<file path="src/rtl/loader_pkg.sv">
// Shared types and constants for the UART program loader and its receive core.
package loader_pkg;

    typedef enum logic [1:0] {
        SYNC,
        LOAD,
        EXEC
    } ld_state_e;

    typedef enum logic [2:0] {
        RX_IDLE,
        RX_START,
        RX_DATA,
        RX_PAR,
        RX_STOP
    } rx_state_e;

    // Replicated per byte to build the default all-ones sync marker at any word width.
    localparam logic [7:0] SYNC_BYTE_DEFAULT = 8'hFF;

endpackage

</file>
<file path="src/rtl/uart_rx_core.sv">
// Oversampled UART byte receiver with a 2-flop synchroniser and framing check.
// Framing is 8N1 by default; defining UART_PARITY_EN adds an even-parity bit (8E1).
module uart_rx_core
    import loader_pkg::*;
#(
    parameter int unsigned CLKS_PER_BIT = 16
) (
    input  logic       clk,
    input  logic       rst,
    input  logic       rx,
    output logic       byte_valid,
    output logic [7:0] byte_data,
    output logic       frame_err
);

`ifdef UART_PARITY_EN
    localparam bit PARITY_EN = 1'b1;
`else
    localparam bit PARITY_EN = 1'b0;
`endif

    localparam int unsigned      CNT_W     = $clog2(CLKS_PER_BIT);
    localparam logic [CNT_W-1:0] BIT_LAST  = CNT_W'(CLKS_PER_BIT - 1);
    localparam logic [CNT_W-1:0] HALF_LAST = CNT_W'(CLKS_PER_BIT / 2 - 1);

    logic             rx_meta_q, rx_meta_d;
    logic             rx_sync_q, rx_sync_d;
    logic             rx_prev_q, rx_prev_d;
    rx_state_e        state_q, state_d;
    logic [CNT_W-1:0] cnt_q, cnt_d;
    logic [2:0]       bit_q, bit_d;
    logic [7:0]       shift_q, shift_d;
    logic             par_q, par_d;
    logic             byte_valid_q, byte_valid_d;
    logic             frame_err_q, frame_err_d;
    logic             par_ok;

    always_comb begin
        // NOTE: every _d takes its held value first, so no path through the case infers a latch.
        rx_meta_d    = rx;
        rx_sync_d    = rx_meta_q;
        rx_prev_d    = rx_sync_q;
        state_d      = state_q;
        cnt_d        = cnt_q;
        bit_d        = bit_q;
        shift_d      = shift_q;
        par_d        = par_q;
        byte_valid_d = 1'b0;
        frame_err_d  = 1'b0;
        par_ok       = !PARITY_EN || !par_q;

        case (state_q)
            RX_IDLE: begin
                if (rx_prev_q && !rx_sync_q) begin
                    state_d = RX_START;
                    cnt_d   = '0;
                end
            end
            RX_START: begin
                if (cnt_q == HALF_LAST) begin
                    cnt_d = '0;
                    if (rx_sync_q) begin
                        state_d = RX_IDLE;
                    end else begin
                        state_d = RX_DATA;
                        bit_d   = '0;
                        par_d   = 1'b0;
                    end
                end else begin
                    cnt_d = cnt_q + 1'b1;
                end
            end
            RX_DATA: begin
                if (cnt_q == BIT_LAST) begin
                    cnt_d   = '0;
                    shift_d = {rx_sync_q, shift_q[7:1]};
                    par_d   = par_q ^ rx_sync_q;
                    if (bit_q == 3'd7) begin
                        state_d = PARITY_EN ? RX_PAR : RX_STOP;
                    end else begin
                        bit_d = bit_q + 3'd1;
                    end
                end else begin
                    cnt_d = cnt_q + 1'b1;
                end
            end
            RX_PAR: begin
                if (cnt_q == BIT_LAST) begin
                    cnt_d   = '0;
                    par_d   = par_q ^ rx_sync_q;
                    state_d = RX_STOP;
                end else begin
                    cnt_d = cnt_q + 1'b1;
                end
            end
            RX_STOP: begin
                if (cnt_q == BIT_LAST) begin
                    cnt_d   = '0;
                    state_d = RX_IDLE;
                    if (rx_sync_q && par_ok) begin
                        byte_valid_d = 1'b1;
                    end else begin
                        frame_err_d = 1'b1;
                    end
                end else begin
                    cnt_d = cnt_q + 1'b1;
                end
            end
            default: state_d = RX_IDLE;
        endcase
    end

    // Synchroniser resets low; a falling edge is needed to start a frame, so reset never fakes one.
    always_ff @(posedge clk) begin
        if (rst) begin
            rx_meta_q    <= 1'b0;
            rx_sync_q    <= 1'b0;
            rx_prev_q    <= 1'b0;
            state_q      <= RX_IDLE;
            cnt_q        <= '0;
            bit_q        <= '0;
            shift_q      <= '0;
            par_q        <= 1'b0;
            byte_valid_q <= 1'b0;
            frame_err_q  <= 1'b0;
        end else begin
            // NOTE: registers update with non-blocking assignments so every flop sees pre-edge values.
            rx_meta_q    <= rx_meta_d;
            rx_sync_q    <= rx_sync_d;
            rx_prev_q    <= rx_prev_d;
            state_q      <= state_d;
            cnt_q        <= cnt_d;
            bit_q        <= bit_d;
            shift_q      <= shift_d;
            par_q        <= par_d;
            byte_valid_q <= byte_valid_d;
            frame_err_q  <= frame_err_d;
        end
    end

    assign byte_valid = byte_valid_q;
    assign byte_data  = shift_q;
    assign frame_err  = frame_err_q;

endmodule

</file>
<file path="src/rtl/uart_program_loader.sv">
// Loads a big-endian program image from UART into instruction memory, then releases the core.
// Framing follows uart_rx_core (UART_PARITY_EN selects 8E1 instead of 8N1).
module uart_program_loader
    import loader_pkg::*;
#(
    parameter int unsigned                CLKS_PER_BIT = 16,
    parameter int unsigned                WORD_BYTES   = 4,
    parameter int unsigned                ADDR_W       = 15,
    parameter logic [8*WORD_BYTES-1:0]    SYNC_WORD    = {WORD_BYTES{SYNC_BYTE_DEFAULT}}
) (
    input  logic                      CLK,
    input  logic                      INITIALIZE,
    input  logic                      UART_RX,
    input  logic                      START_EXEC,
    output logic                      IMEM_WE,
    output logic [ADDR_W-1:0]         IMEM_ADDR,
    output logic [8*WORD_BYTES-1:0]   IMEM_WDATA,
    output logic                      LOADING,
    output logic                      RUN,
    output logic [ADDR_W:0]           WORD_COUNT,
    output logic                      ERR_FRAME,
    output logic                      ERR_OVF
);

    localparam int unsigned       WORD_W    = 8 * WORD_BYTES;
    localparam int unsigned       BCNT_W    = (WORD_BYTES > 1) ? $clog2(WORD_BYTES) : 1;
    localparam logic [BCNT_W-1:0] BCNT_LAST = BCNT_W'(WORD_BYTES - 1);
    localparam logic [ADDR_W:0]   DEPTH     = {1'b1, {ADDR_W{1'b0}}};

    logic       rx_valid;
    logic [7:0] rx_byte;
    logic       rx_ferr;

    uart_rx_core #(
        .CLKS_PER_BIT(CLKS_PER_BIT)
    ) u_rx (
        .clk       (CLK),
        .rst       (INITIALIZE),
        .rx        (UART_RX),
        .byte_valid(rx_valid),
        .byte_data (rx_byte),
        .frame_err (rx_ferr)
    );

    ld_state_e         state_q, state_d;
    logic [BCNT_W-1:0] byte_cnt_q, byte_cnt_d;
    logic [WORD_W-1:0] word_q, word_d;
    logic              we_q, we_d;
    logic [ADDR_W-1:0] addr_q, addr_d;
    logic [WORD_W-1:0] wdata_q, wdata_d;
    logic              loading_q, loading_d;
    logic              run_q, run_d;
    logic [ADDR_W:0]   count_q, count_d;
    logic              err_frame_q, err_frame_d;
    logic              err_ovf_q, err_ovf_d;
    logic              start_pend_q, start_pend_d;

    logic              word_done;
    logic [WORD_W-1:0] word_next;

    always_comb begin
        state_d      = state_q;
        byte_cnt_d   = byte_cnt_q;
        word_d       = word_q;
        we_d         = 1'b0;
        addr_d       = addr_q;
        wdata_d      = wdata_q;
        loading_d    = loading_q;
        run_d        = run_q;
        count_d      = count_q;
        err_frame_d  = err_frame_q;
        err_ovf_d    = err_ovf_q;
        start_pend_d = start_pend_q;
        word_done    = 1'b0;
        word_next    = WORD_W'({word_q, rx_byte});

        // Earlier bytes shift toward the MSBs, giving big-endian words.
        if (rx_valid && state_q != EXEC) begin
            word_d = word_next;
            if (byte_cnt_q == BCNT_LAST) begin
                byte_cnt_d = '0;
                word_done  = 1'b1;
            end else begin
                byte_cnt_d = byte_cnt_q + 1'b1;
            end
        end

        if (rx_ferr && state_q != EXEC) begin
            err_frame_d = 1'b1;
        end

        // Address and count advance after the strobe; the address parks on the last slot.
        if (we_q) begin
            count_d = count_q + 1'b1;
            if (count_q + 1'b1 != DEPTH) begin
                addr_d = addr_q + 1'b1;
            end
        end

        case (state_q)
            SYNC: begin
                if (word_done && word_next == SYNC_WORD) begin
                    state_d   = LOAD;
                    loading_d = 1'b1;
                    addr_d    = '0;
                end
            end
            LOAD: begin
                if (word_done) begin
                    if (count_q == DEPTH) begin
                        err_ovf_d = 1'b1;
                    end else begin
                        we_d    = 1'b1;
                        wdata_d = word_next;
                    end
                end
                // A word finishing alongside the start request is written before EXEC begins.
                if (START_EXEC || start_pend_q) begin
                    if (word_done) begin
                        start_pend_d = 1'b1;
                    end else begin
                        state_d      = EXEC;
                        loading_d    = 1'b0;
                        run_d        = 1'b1;
                        start_pend_d = 1'b0;
                        byte_cnt_d   = '0;
                        word_d       = '0;
                    end
                end
            end
            EXEC: begin
                run_d = 1'b1;
            end
            default: state_d = SYNC;
        endcase
    end

    always_ff @(posedge CLK) begin
        if (INITIALIZE) begin
            state_q      <= SYNC;
            byte_cnt_q   <= '0;
            word_q       <= '0;
            we_q         <= 1'b0;
            addr_q       <= '0;
            wdata_q      <= '0;
            loading_q    <= 1'b0;
            run_q        <= 1'b0;
            count_q      <= '0;
            err_frame_q  <= 1'b0;
            err_ovf_q    <= 1'b0;
            start_pend_q <= 1'b0;
        end else begin
            state_q      <= state_d;
            byte_cnt_q   <= byte_cnt_d;
            word_q       <= word_d;
            we_q         <= we_d;
            addr_q       <= addr_d;
            wdata_q      <= wdata_d;
            loading_q    <= loading_d;
            run_q        <= run_d;
            count_q      <= count_d;
            err_frame_q  <= err_frame_d;
            err_ovf_q    <= err_ovf_d;
            start_pend_q <= start_pend_d;
        end
    end

    assign IMEM_WE    = we_q;
    assign IMEM_ADDR  = addr_q;
    assign IMEM_WDATA = wdata_q;
    assign LOADING    = loading_q;
    assign RUN        = run_q;
    assign WORD_COUNT = count_q;
    assign ERR_FRAME  = err_frame_q;
    assign ERR_OVF    = err_ovf_q;

endmodule

</file>
<file path="config.mk">
export PLATFORM = sky130hd
export DESIGN_NAME = uart_program_loader
export DESIGN_NICKNAME = d
export VERILOG_FILES = /design/src/rtl/loader_pkg.sv /design/src/rtl/uart_rx_core.sv /design/src/rtl/uart_program_loader.sv
export SDC_FILE = /design/constraint.sdc
export NUM_CORES = 1
export LEC_CHECK = 0
export ABC_CLOCK_PERIOD_IN_PS = 3100
export BUFFER_PORTS_ARGS = -buffer_cell sky130_fd_sc_hd__buf_2
export CORE_MARGIN = 10
export CORE_UTILIZATION = 57
export CTS_CLUSTER_SIZE = 25
export DETAILED_ROUTE_END_ITERATION = 10
export PLACE_DENSITY_LB_ADDON = 0.05
export SYNTH_ARGS = -nofsm -noshare
export SYNTH_HDL_FRONTEND = slang
export SYNTH_SLANG_ARGS = --single-unit
</file>
<file path="constraint.sdc">
create_clock -name CLK -period 3.1 [get_ports CLK]
set_input_delay 0.31 -clock CLK [delete_from_list [all_inputs] [get_ports CLK]]
set_output_delay 0.31 -clock CLK [all_outputs]
set_load 0.05 [all_outputs]
</file>
---- Word-level counts from Yosys, hierarchy flattened ----
Cells that the tools add are included.
word-level totals
  bits in registers ....................... 128
  latch bits .............................. 0
  RAM bits ................................ 0
  memory bits (read-only) ................. 0
  bits of input ports ..................... 4
  output and inout bits ................... 68
  logic and storage cells ................. 129
  memories kept ........................... 0
cells by class
  add/sub/neg operators ................... 5
  multiply operators ...................... 0
  div/mod/pow operators ................... 0
  $lt $le $gt $ge ......................... 0
  eq/ne operators ......................... 25
  shift operators ......................... 0
  mux-type cells .......................... 47
  bitwise logic cells ..................... 6
  reduce and logical (&&, ||, !) cells .... 25
operators by type and width
  cell                     count
  $mux W32                 4
  $mux W15                 4
  $eq A32 B32 Y1 const B   1
  $mux W3                  10
  $mux W2                  9
  $add A16 B1 Y16 const B  1
  $eq A16 B16 Y1 const B   1
  $ne A16 B16 Y1 const B   1
  $add A15 B1 Y15 const B  1
  $pmux W3 S5              1
  $mux W4                  3
  $ne A2 B1 Y1 const B     6
  $ne A2 B2 Y1 const B     6
  $pmux W4 S3              1
  $mux W1                  11
  $reduce_and A3 Y1        3
  $reduce_or A3 Y1         3
  $reduce_and A4 Y1        2
  $eq A3 B2 Y1 const B     2
  $eq A3 B3 Y1 const B     2
  $not A1 Y1               6
  $pmux W2 S3              1
  $pmux W3 S2              1
  $reduce_and A2 Y1        3
  other kinds (18)         25

---- Depth between registers and ports, before layout ----
Gate-level depths: netlist of the first run.
  depth in word-level cells ............... 6
  depth in mapped cells ................... 10
  gate-level depth less buffers ........... 8

---- Cells and area by module ----
A second synthesis of the first run with hierarchy kept.
second synthesis, totals
  cells, all modules ...................... 615
  area, all modules ....................... 5387.7 µm²
by module, submodules not included
  module               instances  cells an instance  area an instance (µm²)  seq. area each (µm²)
  uart_program_loader  1          500                4314.1                  1941.9
  uart_rx_core         1          115                1073.5                  460.4

---- Worst setup path before layout of the first run ----
OpenSTA, ideal clock, no wires.
  path kind ............................... register -> register
  from .................................... reg count_q[5] (netlist: WORD_COUNT[5])
  to ...................................... reg addr_q[13] (netlist: IMEM_ADDR[13])
  library setup time ...................... 0.071 ns
  arrival time ............................ 2.708 ns
  data required time ...................... 3.029 ns
  setup slack ............................. 0.322 ns
  stages on the path, launching flop included .. 10
  path buffers ............................ 2
  clock period less this slack ............ 2.778 ns
  path through ............................ dfxtp_1 -> buf_2 -> nand4_4 -> or3_4 -> o21a_1 -> o221ai_2 -> o21ai_2 -> buf_6 -> or4_1 -> a21oi_1
between the ends
  word-level cells in the longest chain between the ends .. 6
ends and longest elaborated chain
  item                      RTL line                    text
  start: declaration        uart_program_loader.sv:53   logic [ADDR_W:0] count_q, count_d;
  start signal: assignment  uart_program_loader.sv:161  count_q <= count_d;
  $add A16 B1 Y16 (*)       uart_program_loader.sv:95   if (count_q + 1'b1 != DEPTH) begin
  $ne A16 B16 Y1 (*)        uart_program_loader.sv:95
  $mux W15 (*)              uart_program_loader.sv:95
  $mux W15 (*)              uart_program_loader.sv:93   if (we_q) begin
  $mux W15                  uart_program_loader.sv:102  if (word_done && word_next == SYNC_WORD) begin
  $mux W15 (*)              uart_program_loader.sv:100  case (state_q)
  end signal: assignment    uart_program_loader.sv:157  addr_q <= addr_d;
  end: declaration          uart_program_loader.sv:49   logic [ADDR_W-1:0] addr_q, addr_d;
Mark *: on every way between the ends. The rest lies on a longest branch, timed or not.
A chain may end at the register's enable or synchronous reset.

---- Worst setup path in the final report of the first run ----
  from .................................... reg count_q[5] (netlist: WORD_COUNT[5])
  to ...................................... reg addr_q[11] (netlist: IMEM_ADDR[11])
The elaborated chain is that of the path after synthesis.

==> metrics.md, run 1 <==
| Metric | Value |
|---|---|
| Status | finished, final reports clean |
| Avg Inst Size Synth | 8.63 sq um |
| WL final | 11400 um |
| Clock-pin transition on the worst setup and hold timing paths | 0.06 ns |
| Final instance area | 0.00598 sq mm |
| Synth Flop Type | dfxtp_1 |
| Max VDD drop | 0.497 mV |
| Postcts setup bufs | 0 |
| Crit. End Element | register |
| Post-cts resize count | 0 |
| Antenna cells | 0 |
| Slew @ Worst Pin | 0.956 ns |
| Synthesized cell area | 0.00504 sq mm |
| Initial Utilization | 58.1% |
| Worst Setup SP | WORD_COUNT[5]$_SDFFE_PP0P_ |
| Die Span Y | 114 um |
| Storage cell area | 0.00240 sq mm |
| Vias in the first global route | 3963 |
| WL per Instance | 15.0 um |
| CTS Hold Buffers Added | 0 |
| Clk_skew | 0.00884 ns |
| HP Start | UART_RX |
| CTS root buffer | clkbuf_8 |
| Worst-Skew Late Latency | 0.50 ns |
| # rows | 34 |
| Final setup TNS | 0 ns |
| Num CTS Buffers | 17 |
| Worst EP required | 3.51 ns |
| CTS HTree Levels | 4 |
| Max_cap viols | 0 |
| Fmax | 0.372 GHz |
| Die area | 0.0130 sq mm |
| Max Root-Sink Buffers | 2 |
| Worst-case register-to-register setup slack | 0.41 ns |
| First-pass GRT wire length | 19100 um |
| Post-synthesis cell count | 584 |
| Layout cells sized above 1 | 17.4% |
| Rel. slew slack | 36.3% |
| Finish-stage setup viols | 0 |
| Filler cells | 710 |
| PwrDens | 572 mW/mm^2 |
| Largest net degree at the start of global routing | 76 |
| Initial DRT Pass Iterations | 5 |
| Synthesis-stage register bit count | 120 |
| Dpl cell area | 0.00542 sq mm |
| Hpwl dp | 7930 um |
| Reg2Reg Depth | 7 |
| Via count | 4216 |
| Reg2reg start | WORD_COUNT[5]$_SDFFE_PP0P_ |
| Final setup margin | 0.411 ns |
| Min Tclk post-route | 2.69 ns |
| Area leader, netlist | dfxtp_1 |
| Core Box Area | 0.00868 sq mm |
| Number of distinct library cells after synthesis | 46 |
| Footprint of the multi-input gates | 0.00247 sq mm |
| Critical Path End | IMEM_ADDR[11]$_SDFF_PP0_ |
| IO Count | 72 |
| PortBufs | 71 |
| CP Data Arrival Time | 3.10 ns |
| P_leak | 2.56 nW |
| Hold Crit Class | input port to register |
| Count leader, synth | dfxtp_1 |
| DR iter-0 viols | 258 |
| Kind of critical path | register to register |
| Yosys top cell area share | 47.7% |
| Initial antenna violation count | 0 |
| RSZ-0062 raised after global routing | no |
| DP Worst Slack | 0.444 ns |
| DIE WIDTH | 114 um |
| Routed Antenna Nets | 0 |
| Ys Warns | 0 |
| CP max FO | 20 |
| FFs w/ async S/R, synth | 0% |
| Post-synth EDFFs | 0 |
| Startpoint types | register |
| GRT overflow | 0 |
| # DRC | 0 |
| Syn Nets | 595 |
| Period utilization | 86.7% |
| Global-route usage over all layers | 17.4% |
| Total Power | 3.42 mW |
| Synth-to-layout area growth | 18.6% |
| Main area contributors after synthesis | dfxtp_1, mux2i_1, nor2_1 |
| DR vias/cell | 5.52 |
| Pins Over Slew Limit | 0 |
| Hold Fails Final Rpt | 0 |
| Seq/Total Area, Yosys | 47.7% |
| Top cells by count, synth | dfxtp_1, nor2_1, nand2_1 |
| CTS tree | done |
| GPL Wtd Cong | 0.824 |
| Clk sink count | 120 |
| Final Net Count | 654 |
| Reg-to-reg endpoint | IMEM_ADDR[11]$_SDFF_PP0_ |
## placed cells by master (no fill, tap or decap), drive strengths merged, types with 5 or more instances in the layout
cell type	count
dfxtp	120
nor2	88
o211ai	6
nor3	12
nand2	77
nand3	14
buf	75
xor2	13
nand2b	6
a21oi	44
or4	6
clkinv	5
ha	7
clkbuf	17
nor2b	5
nand4	19
inv	13
mux2i	44
nor4	5
or3	13
o21ai	19
xnor2	5
## area by class of cell
cell class	count	area share, %
multi-input combinational	421	41.3
clock inverter	15	2.39
clock buffer	17	6.93
tap	108	2.26
sequential	120	40.2
inverter	8	0.503
timing repair buffer	75	6.45
## where the power goes
part	total, mW	internal, mW	switching (mW)
clock	1.81	1.08	0.735
combinational	0.0508	0.0129	0.0379
sequential	1.55	1.55	0.00660
total	3.42	2.64	0.779
## worst min path at each step
stage,slack [ns],cells after the start,end
2_1_floorplan,0.41,1,u_rx.rx_prev_d$_SDFF_PP0_
3_3_place_gp,0.42,1,u_rx.rx_prev_d$_SDFF_PP0_
3_5_place_dp,0.43,1,u_rx.rx_prev_d$_SDFF_PP0_
4_1_cts,0.004,2,u_rx.rx_meta_q$_SDFF_PP0_
5_1_grt,0.005,2,u_rx.rx_meta_q$_SDFF_PP0_
6_report,0.02,2,u_rx.rx_meta_q$_SDFF_PP0_
## flip-flops by register name, summed over array words and instances (netlist names), 2 cells and up
register and cells:
u_rx.byte_data 8, u_rx.state_q 3, WORD_COUNT 16, u_rx.cnt_q 4, byte_cnt_q 2, IMEM_ADDR 15, u_rx.bit_q 3, word_q 24
state_q 2, IMEM_WDATA 32
## layer usage
layer	share of wire (%)	wire, um	GRT usage (%)
met1	46	5260	21.3
met2	48	5480	28.3
met3	5.5	633	5.83
met4	0.50	57	5.10
met5	0	0	0
## kinds of logic after synthesis
family,after synthesis,share of synthesized area [%]
fa+ha+maj,7,1.74
xor+xnor,18,3.13
mux,44,8.74
simple gates,258,24.0
compound gates,94,11.2
buf+inv,43,3.53
flops,120,47.7
## critical path, stage by stage, from the launching register on
cell and delay [ns]:
dfxtp_1 0.56, nand4_4 0.18, or3_4 0.42, o21a_1 0.20, o221ai_2 0.25, o21ai_2 0.26
or4_1 0.58, a21oi_1 0.15
## per-stage QoR
| step | cells | hold WS [ns] | util (%) |
|---|---|---|---|
| final | 764 | 0.0227 | 68.9 |
| after global placement | 732 | 0.420 | 62.4 |
| after detailed placement | 732 | 0.426 | 62.4 |
| after floorplan | 584 | 0.414 | - |
| after global routing | 764 | 0.00487 | 68.9 |
| after CTS | 764 | 0.00365 | 68.9 |
(Power assumes the default switching activity.)
==> run 2, diff against run 1 <==
ABC_CLOCK_PERIOD_IN_PS = 3000   (was 3100)
CAP_MARGIN = 40   (was unset)
clock period = 3 ns   (was 3.1 ns; I/O delays follow)
==> run 2 against run 1 <==
Cell count increased by 0.26%. Maximum frequency is 0.66% lower. Via count increased by 1.0%. Wire length shrank 0.23%. Core utilization up 0.29 points. Sequential share of layout area is 0.17 points lower. Clock skew is 0.00068 ns higher. Critical path depth unchanged. Flip-flop and latch count stayed put. First-iteration DRC count down 22%. Critical endpoint unchanged.
==> metrics.md, run 2 (synthesis results as in run 1) <==
| Metric | Value |
|---|---|
| Status | finished, final reports clean |
| Fmax | 0.369 GHz (-0.66%) |
| Initial DRT Pass Iterations | 4 (-1) |
| P_leak | 2.57 nW (+0.26%) |
| Kind of critical path | register to register |
| Finish-stage setup viols | 0 (unchanged) |
| Core Box Area | 0.00868 sq mm (unchanged) |
| Clk_skew | 0.00952 ns (+0.000682 ns) |
| Startpoint types | register |
| Layout cells sized above 1 | 17.5% (+0.099 points) |
| WL met1 | 5100 um (-3.2%) |
| Reg2Reg Depth | 7 (unchanged) |
| Vias in the first global route | 4075 (+2.8%) |
| Postcts setup bufs | 0 (unchanged) |
| Largest register FFs | 32 (unchanged) |
| Total Power | 3.54 mW (+3.5%) |
| Commonest non-fill, non-tap cells in the layout | dfxtp_1, nor2_1, nand2_1 |
| IO Count | 72 (unchanged) |
| RSZ-0062 raised after global routing | no |
| CP max-delay cell | or4_1 |
| Worst-Skew Late Latency | 0.50 ns (about the same) |
| Crit. End Element | register |
| Die area | 0.0130 sq mm (unchanged) |
| First-pass GRT wire length | 19200 um (+0.44%) |
| CP max FO | 20 (unchanged) |
| CP Data Arrival Time | 3.13 ns (+0.03 ns) |
| Worst EP required | 3.42 ns (-0.09 ns) |
| Period utilization | 90.2% (+3.5 points) |
| Max Root-Sink Buffers | 2 (unchanged) |
| Via count | 4258 (+1.0%) |
| # rows | 34 (unchanged) |
| Routed wl met2 | 5630 um (+2.7%) |
| Max VDD drop | 0.425 mV (-14%) |
| WL per Instance | 14.9 um (-0.49%) |
| Reg2reg start | WORD_COUNT[5]$_SDFFE_PP0P_ |
| Final setup TNS | 0 ns (unchanged) |
| Min Hold Slack | 0.0795 ns (+0.0568 ns) |
| Antenna cells | 0 (unchanged) |
| Initial antenna violation count | 0 (unchanged) |
| CTS HTree Levels | 4 (unchanged) |
| HP Start | INITIALIZE |
| Dpl cell area | 0.00543 sq mm (+0.28%) |
| Hold Crit Class | input port to register |
| Reg-to-reg endpoint | IMEM_ADDR[11]$_SDFF_PP0_ |
| Hpwl dp | 8070 um (+1.7%) |
| Global-route usage over all layers | 17.5% (+0.11 points) |
| PwrDens | 589 mW/mm^2 (+3.1%) |
| GRT overflow | 0 (unchanged) |
| Initial Utilization | 58.1% (unchanged) |
| Worst Setup SP | WORD_COUNT[5]$_SDFFE_PP0P_ |
| Routed Antenna Nets | 0 (unchanged) |
| Slew @ Worst Pin | 0.875 ns (-0.0803 ns) |
| CTS tree | done |
| Routed wl met3 | 593 um (-6.3%) |
| DR vias/cell | 5.56 (+0.73%) |
| Worst-case register-to-register setup slack | 0.29 ns (-0.12 ns) |
| WL final | 11400 um (-0.23%) |
| CTS root buffer | clkbuf_8 |
| Min Tclk post-route | 2.71 ns (+0.0179 ns) |
| Max_cap viols | 0 (unchanged) |
| Synth-to-layout area growth | 19.1% |
| Final Net Count | 656 (+0.31%) |
| Largest stage delay, worst path | 0.57 ns (about the same) |
| Largest net degree at the start of global routing | 76 (unchanged) |
| Final instance area | 0.00600 sq mm (+0.42%) |
| Clock-pin transition on the worst setup and hold timing paths | 0.06 ns (about the same) |
| Hold Fails Final Rpt | 0 (unchanged) |
| Die Span Y | 114 um (unchanged) |
| DR iter-0 viols | 202 (-22%) |
| Pins Over Slew Limit | 0 (unchanged) |
| Top sig layer | met4 |
| PortBufs | 71 (unchanged) |
| Commonest non-fill, non-tap cell in the layout | dfxtp_1 |
| Clk sink count | 120 (unchanged) |
| Rel. slew slack | 41.5% (+5.2 points) |
| Critical Path End | IMEM_ADDR[11]$_SDFF_PP0_ |
| GPL Wtd Cong | 0.825 (about the same) |
| Placed Instances | 733 (+0.14%) |
| Crit path cell chain | nand4_4 > or3_4 > o21a_1 > o221ai_2 > o21ai_2 > or4_1 > a21oi_1 |
| DIE WIDTH | 114 um (unchanged) |
| Num CTS Buffers | 17 (unchanged) |
| # DRC | 0 (unchanged) |
| Non-filler instance count after layout | 766 (+0.26%) |
[run 2: timing repair]
item / in CTS / in global routing
setup endpoints to repair: 0 / 0
hold endpoints to repair: 1 / 0
gates resized for setup: 0 / 0
hold buffers: 1 / 0
[run 2: worst min-delay path by stage]
stage | cells past startpoint | to
2_1_floorplan | 1 | u_rx.rx_prev_d$_SDFF_PP0_
3_3_place_gp | 1 | u_rx.rx_prev_d$_SDFF_PP0_
3_5_place_dp | 1 | u_rx.rx_prev_d$_SDFF_PP0_
4_1_cts | 2 | LOADING$_SDFFE_PP0P_
5_1_grt | 2 | LOADING$_SDFFE_PP0P_
6_report | 2 | LOADING$_SDFFE_PP0P_
[run 2: cell type report]
type | count | area [sq um]
Multi-Input combinational cell | 421 | 2470
Clock buffer | 17 | 414
Sequential cell | 120 | 2400
Timing Repair Buffer | 77 | 410
Clock inverter | 15 | 143
Fill cell | 722 | 2680
Tap cell | 108 | 135
Inverter | 8 | 30.0
[run 2: report_power, final]
group          switching (mW)  internal [mW]
Clock                   0.762           1.11
Sequential            0.00682           1.60
Combinational          0.0402         0.0159
[run 2: metal layers]
layer  global-route usage (%)  vias up
met4                     5.51        0
met2                     29.6       87
met1                     21.0     2004
li1                         -     2158
met3                     4.78        9
met5                        0        -
[run 2: critical path: cells and delay by family, from the launching register on]
kind / cells / cell delay (ns)
and+or+nand+nor: 3 / 1.17
DFF: 1 / 0.56
AOI/OAI and AO/OA: 4 / 0.89
[run 2: per-stage QoR]
step	setup slack (ns)	util (%)
floorplan	0.222	-
global placement	0.431	62.4
detailed placement	0.322	62.6
CTS	0.299	69.1
global route	0.0609	69.1
finish	0.293	69.1
==> run 3, diff against run 2 <==
PLACE_DENSITY = 0.78   (was unset)
PLACE_DENSITY_LB_ADDON = unset   (was 0.05)
==> run 3 against run 2 <==
Core utilization shrank 0.26 points. Clock power decreased by 6%. Highest routed layer unchanged. Largest power group unchanged. Critical endpoint is now IMEM_ADDR[1]$_SDFF_PP0_. Sequential power about the same. Critical path type unchanged. Wire length rose by 3.0%.
==> metrics.md, run 3 (synthesis results as in run 1) <==
| Metric | Value |
|---|---|
| Largest register FFs | 32 (unchanged) |
| Hpwl dp | 7990 um (-0.94%) |
| Initial antenna violation count | 0 (unchanged) |
| Slew @ Worst Pin | 0.885 ns (+0.00937 ns) |
| Startpoint types | register |
| Final instance area | 0.00598 sq mm (-0.38%) |
| First-pass GRT wire length | 19600 um (+2.3%) |
| CTS root buffer | clkbuf_8 |
| Max VDD drop | 0.437 mV (+2.7%) |
| GRT overflow | 0 (unchanged) |
| Dpl cell area | 0.00545 sq mm (+0.23%) |
| Rel. slew slack | 41.0% (-0.48 points) |
| Postcts setup bufs | 0 (unchanged) |
| CP max-delay cell | o21ai_2 |
| Status | finished, final reports clean |
| CP max FO | 20 (unchanged) |
| # DRC | 0 (unchanged) |
| RSZ-0062 raised after global routing | no |
| CTS HTree Levels | 4 (unchanged) |
| Pins Over Slew Limit | 0 (unchanged) |
| Commonest non-fill, non-tap cells in the layout | dfxtp_1, nor2_1, nand2_1 |
| Buffer and inverter count on the worst path | 0 (unchanged) |
| Worst Setup SP | WORD_COUNT[0]$_SDFFE_PP0P_ |
| Via count | 4366 (+2.5%) |
| Crit path cell chain | ha_1 > and4_1 > mux2i_1 > nand3_1 > a22o_1 > o21ai_2 > mux2i_1 > nor2_1 |
| Largest stage delay, worst path | 0.56 ns (about the same) |
| Clk_skew | 0.0125 ns (+0.00298 ns) |
| Delay-heaviest family, CP | compound AO/OA/AOI/OAI gates |
| Placed Instances | 733 (unchanged) |
| Global-route usage over all layers | 18.0% (+0.53 points) |
| CP dominant cell by count | mux2i_1 |
| Max_cap viols | 0 (unchanged) |
| Synth-to-layout area growth | 18.6% |
| Finish-stage setup viols | 0 (unchanged) |
| Non-filler instance count after layout | 766 (unchanged) |
| Initial Utilization | 58.1% (unchanged) |
| Num CTS Buffers | 17 (unchanged) |
| Kind of critical path | register to register |
| Die Span Y | 114 um (unchanged) |
| Die area | 0.0130 sq mm (unchanged) |
| Largest net degree at the start of global routing | 65 (-14%) |
| WL per Instance | 15.3 um (+3.0%) |
| Hold Crit Class | input port to register |
| Clk sink count | 120 (unchanged) |
| Period utilization | 89.7% (-0.53 points) |
| PwrDens | 572 mW/mm^2 (-2.9%) |
| Worst EP required | 3.38 ns (-0.04 ns) |
| DIE WIDTH | 114 um (unchanged) |
| Initial DRT Pass Iterations | 4 (unchanged) |
| DR vias/cell | 5.70 (+2.5%) |
| Min Tclk post-route | 2.69 ns (-0.0158 ns) |
| P_leak | 2.57 nW (about the same) |
| WL final | 11700 um (+3.0%) |
| Core Box Area | 0.00868 sq mm (unchanged) |
| IO Count | 72 (unchanged) |
| Fmax | 0.372 GHz (+0.59%) |
| Final setup TNS | 0 ns (unchanged) |
| Layout cells sized above 1 | 17.3% (-0.15 points) |
| Max Root-Sink Buffers | 2 (unchanged) |
| Crit. End Element | register |
| Reg2reg start | WORD_COUNT[0]$_SDFFE_PP0P_ |
| Total Power | 3.42 mW (-3.3%) |
| CP Data Arrival Time | 3.07 ns (-0.06 ns) |
| Routed Antenna Nets | 0 (unchanged) |
| DR iter-0 viols | 334 (+65%) |
| # rows | 34 (unchanged) |
| Worst-Skew Late Latency | 0.52 ns (+0.02 ns) |
| Commonest non-fill, non-tap cell in the layout | dfxtp_1 |
| CTS tree | done |
| Hold Fails Final Rpt | 0 (unchanged) |
| GPL Wtd Cong | 0.869 (+5.3%) |
| PortBufs | 71 (unchanged) |
| Clock-pin transition on the worst setup and hold timing paths | 0.06 ns (about the same) |
| HP Start | START_EXEC |
| Vias in the first global route | 4048 (-0.66%) |
| Filler cells | 680 (-5.8%) |
| Final Net Count | 656 (unchanged) |
| Final core utilization | 68.9% (-0.26 points) |
| Antenna cells | 0 (unchanged) |
==> run 3: changes by cell type in the layout (fill, tap and decap cells not counted), sizes merged <==
cell,delta
clkinvlp,-2
inv,-4
clkinv,+6
bufinv,-1
clkbuf,+1
==> run 3: final cells by class <==
class | count | area, sq um | share of cell area, %
Multi-Input combinational cell | 421 | 2470 | 41.3
Timing Repair Buffer | 77 | 423 | 7.07
Clock inverter | 14 | 104 | 1.74
Clock buffer | 18 | 418 | 6.99
Sequential cell | 120 | 2400 | 40.2
Inverter | 8 | 30.0 | 0.502
Tap cell | 108 | 135 | 2.26
==> run 3: worst reg2reg max path: cells and delay by family, from the launching register on <==
family | cells | cell delay (ns)
AO/OA/AOI/OAI | 2 | 0.83
multiplexers | 2 | 0.48
AND/OR/NAND/NOR | 3 | 0.45
adder cells (fa/ha/maj) | 1 | 0.29
flip-flops | 1 | 0.50
==> run 3: through the flow <==
step	hold slack (ns)	worst slack, ns
after floorplan	0.414	0.222
after global placement	0.418	0.444
after detailed placement	0.428	0.355
after CTS	0.122	0.315
after global routing	0.166	0.0407
final	0.137	0.309
==> run 3: worst paths after layout <==
kind,endpoint,slack (ns),cells after the start
hold reg to reg,u_rx.rx_prev_d$_SDFF_PP0_,0.44,1
setup reg to reg,IMEM_ADDR[1]$_SDFF_PP0_,0.31,8
setup / recovery,IMEM_ADDR[1]$_SDFF_PP0_,0.31,8
hold / removal,state_q[0]$_SDFFE_PP0P_,0.14,4
==> run 3: repair_timing <==
item                                   in CTS  in global routing
endpoints found under the hold margin       1                  0
resized for setup                           0                  0
hold buffers                                1                  0
==> run 3: power breakdown <==
part           internal [mW]  leakage (nW)  total, mW  switching (mW)
clock                   1.02         0.251       1.76           0.742
combinational         0.0158          1.35     0.0557          0.0399
sequential              1.60         0.967       1.61         0.00750
==> run 3: routing by layer <==
metal,vias up,global-route usage [%],part of all wire (%)
li1,2165,-,-
met1,2059,22.2,45
met2,116,28.7,48
met3,26,5.20,6.0
met4,0,7.94,1.9
met5,-,0,0
